===== src/rtl/hv_reg_pkg.sv =====
// Shared constants for the HV register slave: lock states, unlock keys, CRC-8 setup, fixed addresses.
package hv_reg_pkg;

   typedef enum logic [1:0] {
      ST_LOCKED   = 2'b00,
      ST_KEY1     = 2'b01,
      ST_UNLOCKED = 2'b10
   } lock_st_e;

   localparam logic [7:0] KEY1_VAL = 8'h5A;
   localparam logic [7:0] KEY2_VAL = 8'hA5;

   localparam logic [7:0] CRC_POLY = 8'h07;
   localparam logic [7:0] CRC_INIT = 8'hFF;

   localparam int ADDR_ID     = 0;
   localparam int ADDR_STATUS = 1;

endpackage


===== src/rtl/hv_reg_crc8.sv =====
// Combinational CRC-8 (poly 0x07, init 0xFF), MSB-first over a DW-bit vector.
// Zero latency, no flow control.
module hv_reg_crc8
   import hv_reg_pkg::*;
#(
   parameter int DW = 15
)(
   input  logic [DW-1:0] dat,
   output logic [7:0]    crc
);

   always_comb begin
      crc = CRC_INIT;
      for (int i = DW - 1; i >= 0; i--) begin
         if (crc[7] ^ dat[i])
            crc = {crc[6:0], 1'b0} ^ CRC_POLY;
         else
            crc = {crc[6:0], 1'b0};
      end
   end

endmodule


===== src/rtl/hv_reg_slv.sv =====
// HV register bank responder: CRC-checked writes, key-unlocked protected range, registered reads.
// Write ack is combinational; read ack/data one cycle after ren; never stalls the access bus.
module hv_reg_slv
   import hv_reg_pkg::*;
#(
   parameter int                REG_AW    = 7,
   parameter int                REG_DW    = 8,
   parameter int                REG_CRC_W = 8,
   parameter int                REG_NUM   = 32,
   parameter int                PROT_BASE = 16,
   parameter int                KEY_ADDR  = 2,
   parameter logic [REG_DW-1:0] ID_VAL    = 8'hA1,
   parameter int                UNLOCK_TO = 1024
)(
   input  logic                      i_clk,
   input  logic                      i_rst,
   input  logic                      i_rac_reg_ren,
   input  logic                      i_rac_reg_wen,
   input  logic [REG_AW-1:0]         i_rac_reg_addr,
   input  logic [REG_DW-1:0]         i_rac_reg_wdata,
   input  logic [REG_CRC_W-1:0]      i_rac_reg_wcrc,
   output logic                      o_reg_rac_wack,
   output logic                      o_reg_rac_rack,
   output logic [REG_DW-1:0]         o_reg_rac_rdata,
   output logic [REG_CRC_W-1:0]      o_reg_rac_rcrc,
   output logic [REG_NUM*REG_DW-1:0] o_reg_bank,
   output logic [1:0]                o_lock_st,
   output logic                      o_crc_err
);

   localparam int IDX_W = $clog2(REG_NUM);
   localparam int TO_W  = $clog2(UNLOCK_TO);

   logic [REG_DW-1:0]    reg_q [REG_NUM];
   lock_st_e             lock_st;
   logic [TO_W-1:0]      idle_cnt;
   logic [3:0]           err_cnt;
   logic                 crc_err_q;
   logic                 rack_q;
   logic [REG_DW-1:0]    rdata_q;
   logic [REG_CRC_W-1:0] rcrc_q;

   logic [REG_CRC_W-1:0] wcrc_calc;
   logic [REG_CRC_W-1:0] rcrc_calc;
   logic [REG_DW-1:0]    rd_val;
   logic [IDX_W-1:0]     idx;
   logic                 crc_ok, wr_good, in_range, is_key, is_id, is_status, is_prot;
   logic                 commit, prot_commit;

   hv_reg_crc8 #(.DW(REG_AW + REG_DW)) u_wcrc (
      .dat ({i_rac_reg_addr, i_rac_reg_wdata}),
      .crc (wcrc_calc)
   );

   hv_reg_crc8 #(.DW(REG_AW + REG_DW)) u_rcrc (
      .dat ({i_rac_reg_addr, rd_val}),
      .crc (rcrc_calc)
   );

   assign idx       = i_rac_reg_addr[IDX_W-1:0];
   assign crc_ok    = (wcrc_calc == i_rac_reg_wcrc);
   assign wr_good   = i_rac_reg_wen & crc_ok;
   assign in_range  = (i_rac_reg_addr < REG_AW'(REG_NUM));
   assign is_key    = (i_rac_reg_addr == REG_AW'(KEY_ADDR));
   assign is_id     = (i_rac_reg_addr == REG_AW'(ADDR_ID));
   assign is_status = (i_rac_reg_addr == REG_AW'(ADDR_STATUS));
   assign is_prot   = in_range & (i_rac_reg_addr >= REG_AW'(PROT_BASE));

   // ID, STATUS and KEY are never stored, so their bank slots stay zero.
   assign commit      = wr_good & in_range & ~is_id & ~is_status & ~is_key &
                        (~is_prot | (lock_st == ST_UNLOCKED));
   assign prot_commit = commit & is_prot;

   always_comb begin
      rd_val = '0;
      if (in_range && !is_key) begin
         if (is_id)
            rd_val = ID_VAL;
         else if (is_status)
            rd_val = REG_DW'({err_cnt, 2'b00, lock_st});
         else
            rd_val = reg_q[idx];
      end
   end

   always_ff @(posedge i_clk or posedge i_rst) begin
      if (i_rst) begin
         for (int i = 0; i < REG_NUM; i++) reg_q[i] <= '0;
      end else if (commit) begin
         reg_q[idx] <= i_rac_reg_wdata;
      end
   end

   // Bad-CRC writes are invisible to the FSM; only wr_good drives transitions.
   always_ff @(posedge i_clk or posedge i_rst) begin
      if (i_rst) begin
         lock_st  <= ST_LOCKED;
         idle_cnt <= '0;
      end else begin
         case (lock_st)
            ST_LOCKED: begin
               idle_cnt <= '0;
               if (wr_good && is_key && i_rac_reg_wdata == REG_DW'(KEY1_VAL))
                  lock_st <= ST_KEY1;
            end
            ST_KEY1: begin
               idle_cnt <= '0;
               if (wr_good)
                  lock_st <= (is_key && i_rac_reg_wdata == REG_DW'(KEY2_VAL)) ? ST_UNLOCKED : ST_LOCKED;
            end
            ST_UNLOCKED: begin
               if (wr_good && is_key) begin
                  lock_st  <= ST_LOCKED;
                  idle_cnt <= '0;
               end else if (prot_commit) begin
                  idle_cnt <= '0;
               end else if (idle_cnt == TO_W'(UNLOCK_TO - 1)) begin
                  lock_st  <= ST_LOCKED;
                  idle_cnt <= '0;
               end else begin
                  idle_cnt <= idle_cnt + 1'b1;
               end
            end
            default: begin
               lock_st  <= ST_LOCKED;
               idle_cnt <= '0;
            end
         endcase
      end
   end

   always_ff @(posedge i_clk or posedge i_rst) begin
      if (i_rst) begin
         err_cnt   <= '0;
         crc_err_q <= 1'b0;
      end else begin
         crc_err_q <= i_rac_reg_wen & ~crc_ok;
         if (i_rac_reg_wen && !crc_ok) begin
            if (err_cnt != 4'hF) err_cnt <= err_cnt + 1'b1;
         end else if (wr_good && is_status) begin
            err_cnt <= '0;
         end
      end
   end

   always_ff @(posedge i_clk or posedge i_rst) begin
      if (i_rst) begin
         rack_q  <= 1'b0;
         rdata_q <= '0;
         rcrc_q  <= '0;
      end else begin
         rack_q <= i_rac_reg_ren;
         if (i_rac_reg_ren) begin
            rdata_q <= rd_val;
            rcrc_q  <= rcrc_calc;
         end
      end
   end

   for (genvar g = 0; g < REG_NUM; g++) begin : g_bank
      assign o_reg_bank[g*REG_DW +: REG_DW] = reg_q[g];
   end

   assign o_reg_rac_wack  = i_rac_reg_wen;
   assign o_reg_rac_rack  = rack_q;
   assign o_reg_rac_rdata = rdata_q;
   assign o_reg_rac_rcrc  = rcrc_q;
   assign o_lock_st       = lock_st;
   assign o_crc_err       = crc_err_q;

endmodule


===== config.mk =====
export PLATFORM = sky130hd
export DESIGN_NAME = hv_reg_slv
export DESIGN_NICKNAME = d
export VERILOG_FILES = /design/src/rtl/hv_reg_pkg.sv /design/src/rtl/hv_reg_crc8.sv /design/src/rtl/hv_reg_slv.sv
export SDC_FILE = /design/constraint.sdc
export NUM_CORES = 1
export LEC_CHECK = 0
export ABC_AREA = 1
export BUFFER_PORTS_ARGS = -buffer_cell sky130_fd_sc_hd__buf_4
export CORE_UTILIZATION = 53
export DETAILED_ROUTE_END_ITERATION = 12
export PLACE_DENSITY_LB_ADDON = 0.2
export SKIP_CTS_REPAIR_TIMING = 1
export SYNTH_ARGS = -nofsm -noshare
export SYNTH_HDL_FRONTEND = slang
export SYNTH_HIERARCHICAL = 1
export SYNTH_SLANG_ARGS = --single-unit
export TNS_END_PERCENT = 5

===== constraint.sdc =====
create_clock -name i_clk -period 14.35 [get_ports i_clk]
set_input_delay 2.87 -clock i_clk [delete_from_list [all_inputs] [get_ports i_clk]]
set_output_delay 2.87 -clock i_clk [all_outputs]
set_load 0.01 [all_outputs]

==> impl_metrics.json <==
{
  "status": "complete, no violations",
  "place.gp.congestion": 0.9189,
  "die_h_um": 168.3,
  "cpMaxStageDelayCell": "buf_4",
  "critPathMaxStageDelay_ps": 140,
  "critPathLaunch": "i_rac_reg_wen",
  "fmax_ghz": 0.1662,
  "synthArstFlopShare_pct": 100.0,
  "detail_route.wirelength_mm": 48.37,
  "track_usage_pct": 34.16,
  "htreeDepth": 1,
  "cap_violations": 0,
  "critPathKind": "input pin to primary output",
  "synth_flop_cell": "dfrtp_1",
  "clock-sinks": 290,
  "relSlewSlack_pct": 20.59,
  "cp.buffers_inverters": 2,
  "netlist_instances": 1813,
  "drv_slew": 0,
  "period_minus_slack_ps": 6017,
  "ir_drop_mv": 0.07641,
  "crit_path_start_kind": "input pin",
  "setup_viol": 0,
  "clk_latency_ps": 570,
  "drt-vias-per-instance": 5.625,
  "synth_seq_cells": 290,
  "ant_nets": 0,
  "worst_slew_pin_slew_ps": 1182,
  "power.leakage_nw": 9.697,
  "crit_family": "buffers and inverters",
  "r2r_start": "o_reg_bank[198]",
  "power_per_cell_area_nw_per_um2": 101.4,
  "required_ps": 11480,
  "io_buffers": 303,
  "wl_per_cell_um": 20.03,
  "fin_worst_skew_ps": 18.81,
  "ys_types": 40,
  "ys_warn_count": 6,
  "grt_max_degree": 146,
  "drt_iter0_drc": 1429,
  "fp.dieArea_um2": 28320,
  "worstPathCellList": "buf_4, buf_4",
  "die_width_um": 168.3,
  "endpoint_kind": "primary output",
  "finalHoldViolCount": 0,
  "whs_ps": 407.6,
  "pin_count": 304,
  "grt_pass1_wl_mm": 74.20,
  "core.rowCount": 60,
  "hold_path_class": "flip-flop to flip-flop",
  "fin_crit_sh_pct": 41.93,
  "core_area_um2": 27030,
  "clockBufferDepth": 3,
  "worstPathMaxFanout": 6,
  "via_count": 13580,
  "first_pass_iters": 8,
  "hold_start": "o_reg_bank[23]",
  "layout.nets": 2080,
  "grt_pass1_vias": 13090,
  "root_buffer": "clkbuf_16",
  "cts_made_buffers": 30,
  "antenna_found_initial": 0,
  "drive_gt1_share_pct": 23.24,
  "n_antenna_cell": 0,
  "clk_pin_slew_ps": 60,
  "synth-edff-count": 0,
  "rsz0062_at_grt": "no",
  "cts_tree": "built",
  "syn_avg_cell_area_um2": 8.083,
  "syn_to_final_growth_pct": 21.50,
  "gr-total-overflow": 0,
  "dp_hpwl_mm": 33.88,
  "initial_core_util_pct": 54.23,
  "netlist_area_um2": 14660,
  "crit_arrival_ps": 3150,
  "setup_tns_ps": 0,
  "path_common_cell": "buf_4",
  "yosysSeqAreaShare_pct": 49.52,
  "drc_errors": 0,
  "syn_nets": 1842
}
final timing paths:
kind / to / slack, ps / depth (start not counted)
max: o_reg_rac_wack / 8330 / 2
min: o_reg_bank[23] / 410 / 0
max reg2reg: o_reg_rac_rcrc[2] / 11890 / 22
min reg2reg: o_reg_bank[23] / 410 / 0
max in group asynchronous: o_reg_bank[147] / 10190 / 3
min in group asynchronous: o_reg_bank[88] / 2540 / 2
final cells by class:
| cell class | count | area [µm²] |
|---|---|---|
| inverter | 135 | 541.8 |
| timing repair buffer | 315 | 2365 |
| tap | 341 | 426.7 |
| fill | 2351 | 9220 |
| clock buffer | 45 | 857.1 |
| multi-input combinational | 1279 | 6247 |
| clock inverter | 10 | 111.4 |
| sequential | 290 | 7257 |
per-layer routing:
layer	wire [µm]	GRT usage [%]	vias to the layer above	share of wire (%)
met4	2279	15.34	0	4.7
met1	18890	44.73	6431	39
met2	22420	54.28	762	46
met5	0	0	-	0
li1	-	-	6247	-
met3	4773	7.898	144	9.9
logic make-up (layout without fill, tap and decap cells):
logic type / after synthesis / after routing / synth area share [%]
AO/OA/AOI/OAI: 256 / 256 / 11.18
AND/OR/NAND/NOR: 991 / 991 / 28.73
XOR/XNOR: 30 / 30 / 2.408
adder cells (fa/ha/maj): 2 / 2 / 0.1707
buffers and inverters: 244 / 505 / 7.991
flip-flops: 290 / 290 / 49.52
through the flow:
stage	utilization, %	total power [mW]	setup slack (ps)	area, µm²	cells
after floorplan	-	0.9824	3474	14660	1813
after global placement	62.30	1.042	8337	16840	2360
after detailed placement	62.30	1.047	8284	16840	2360
after CTS	65.88	1.813	8332	17810	2415
after global routing	65.88	1.863	8329	17810	2415
final	65.88	1.806	8333	17810	2415
power breakdown:
group	total (mW)	switching [mW]	leakage [nW]	internal, mW
logic	0.191	0.132	5.19	0.0585
registers	0.843	0.0122	4.03	0.831
clock network	0.772	0.325	0.480	0.447
sequential cells by signal, summed over array words and instances, names as in the netlist:
register / cells
o_crc_err: 1
idle_cnt: 10
o_reg_rac_rdata: 8
o_lock_st: 2
o_reg_rac_rack: 1
o_reg_rac_rcrc: 8
o_reg_bank: 256
err_cnt: 4
Yosys cell counts (3+ instances only):
cell,instances,share of area [%]
o21ai_2,17,1.0
nand4_1,9,0.38
xor2_1,7,0.42
inv_1,95,2.4
o21ai_1,103,3.5
dfrtp_1,290,50
nand2_2,4,0.17
o21ai_0,4,0.14
nand2_1,818,21
xnor2_1,11,0.66
buf_2,5,0.17
xnor2_2,10,1.1
nor2_2,4,0.17
and2_0,4,0.17
nor3_2,3,0.20
nor2_4,31,2.4
nor2_1,49,1.3
nor3_1,7,0.24
a21oi_1,14,0.48
nand2_8,4,0.55
nand3_1,48,1.6
buf_6,29,2.2
clkbuf_1,74,1.9
nand3b_1,3,0.15
a22oi_1,112,5.7
inv_2,38,0.97
cell usage in the layout (no fill, tap or decap), types with 2 or more instances in the layout:
cell	instances
nand2_1	818
buf_4	315
dfrtp_1	290
a22oi_1	112
o21ai_1	103
inv_1	93
nand3_1	48
nor2_1	47
inv_2	38
nor2_4	34
clkbuf_16	30
o21ai_2	17
a21oi_1	14
xnor2_1	11
clkbuf_1	10
xnor2_2	10
nand4_1	9
nor3_1	7
xor2_1	7
clkinv_2	7
clkbuf_8	5
and2_0	4
o21ai_0	4
nand2_2	4
nand2_8	4
nor3_2	3
nor2_2	3
nand3b_1	3
bufinv_8	2
o21bai_1	2
a31oi_1	2
nor4_1	2
ha_1	2
bufinv_16	2
xor2_2	2
Power figures use the tool's default switching activity.
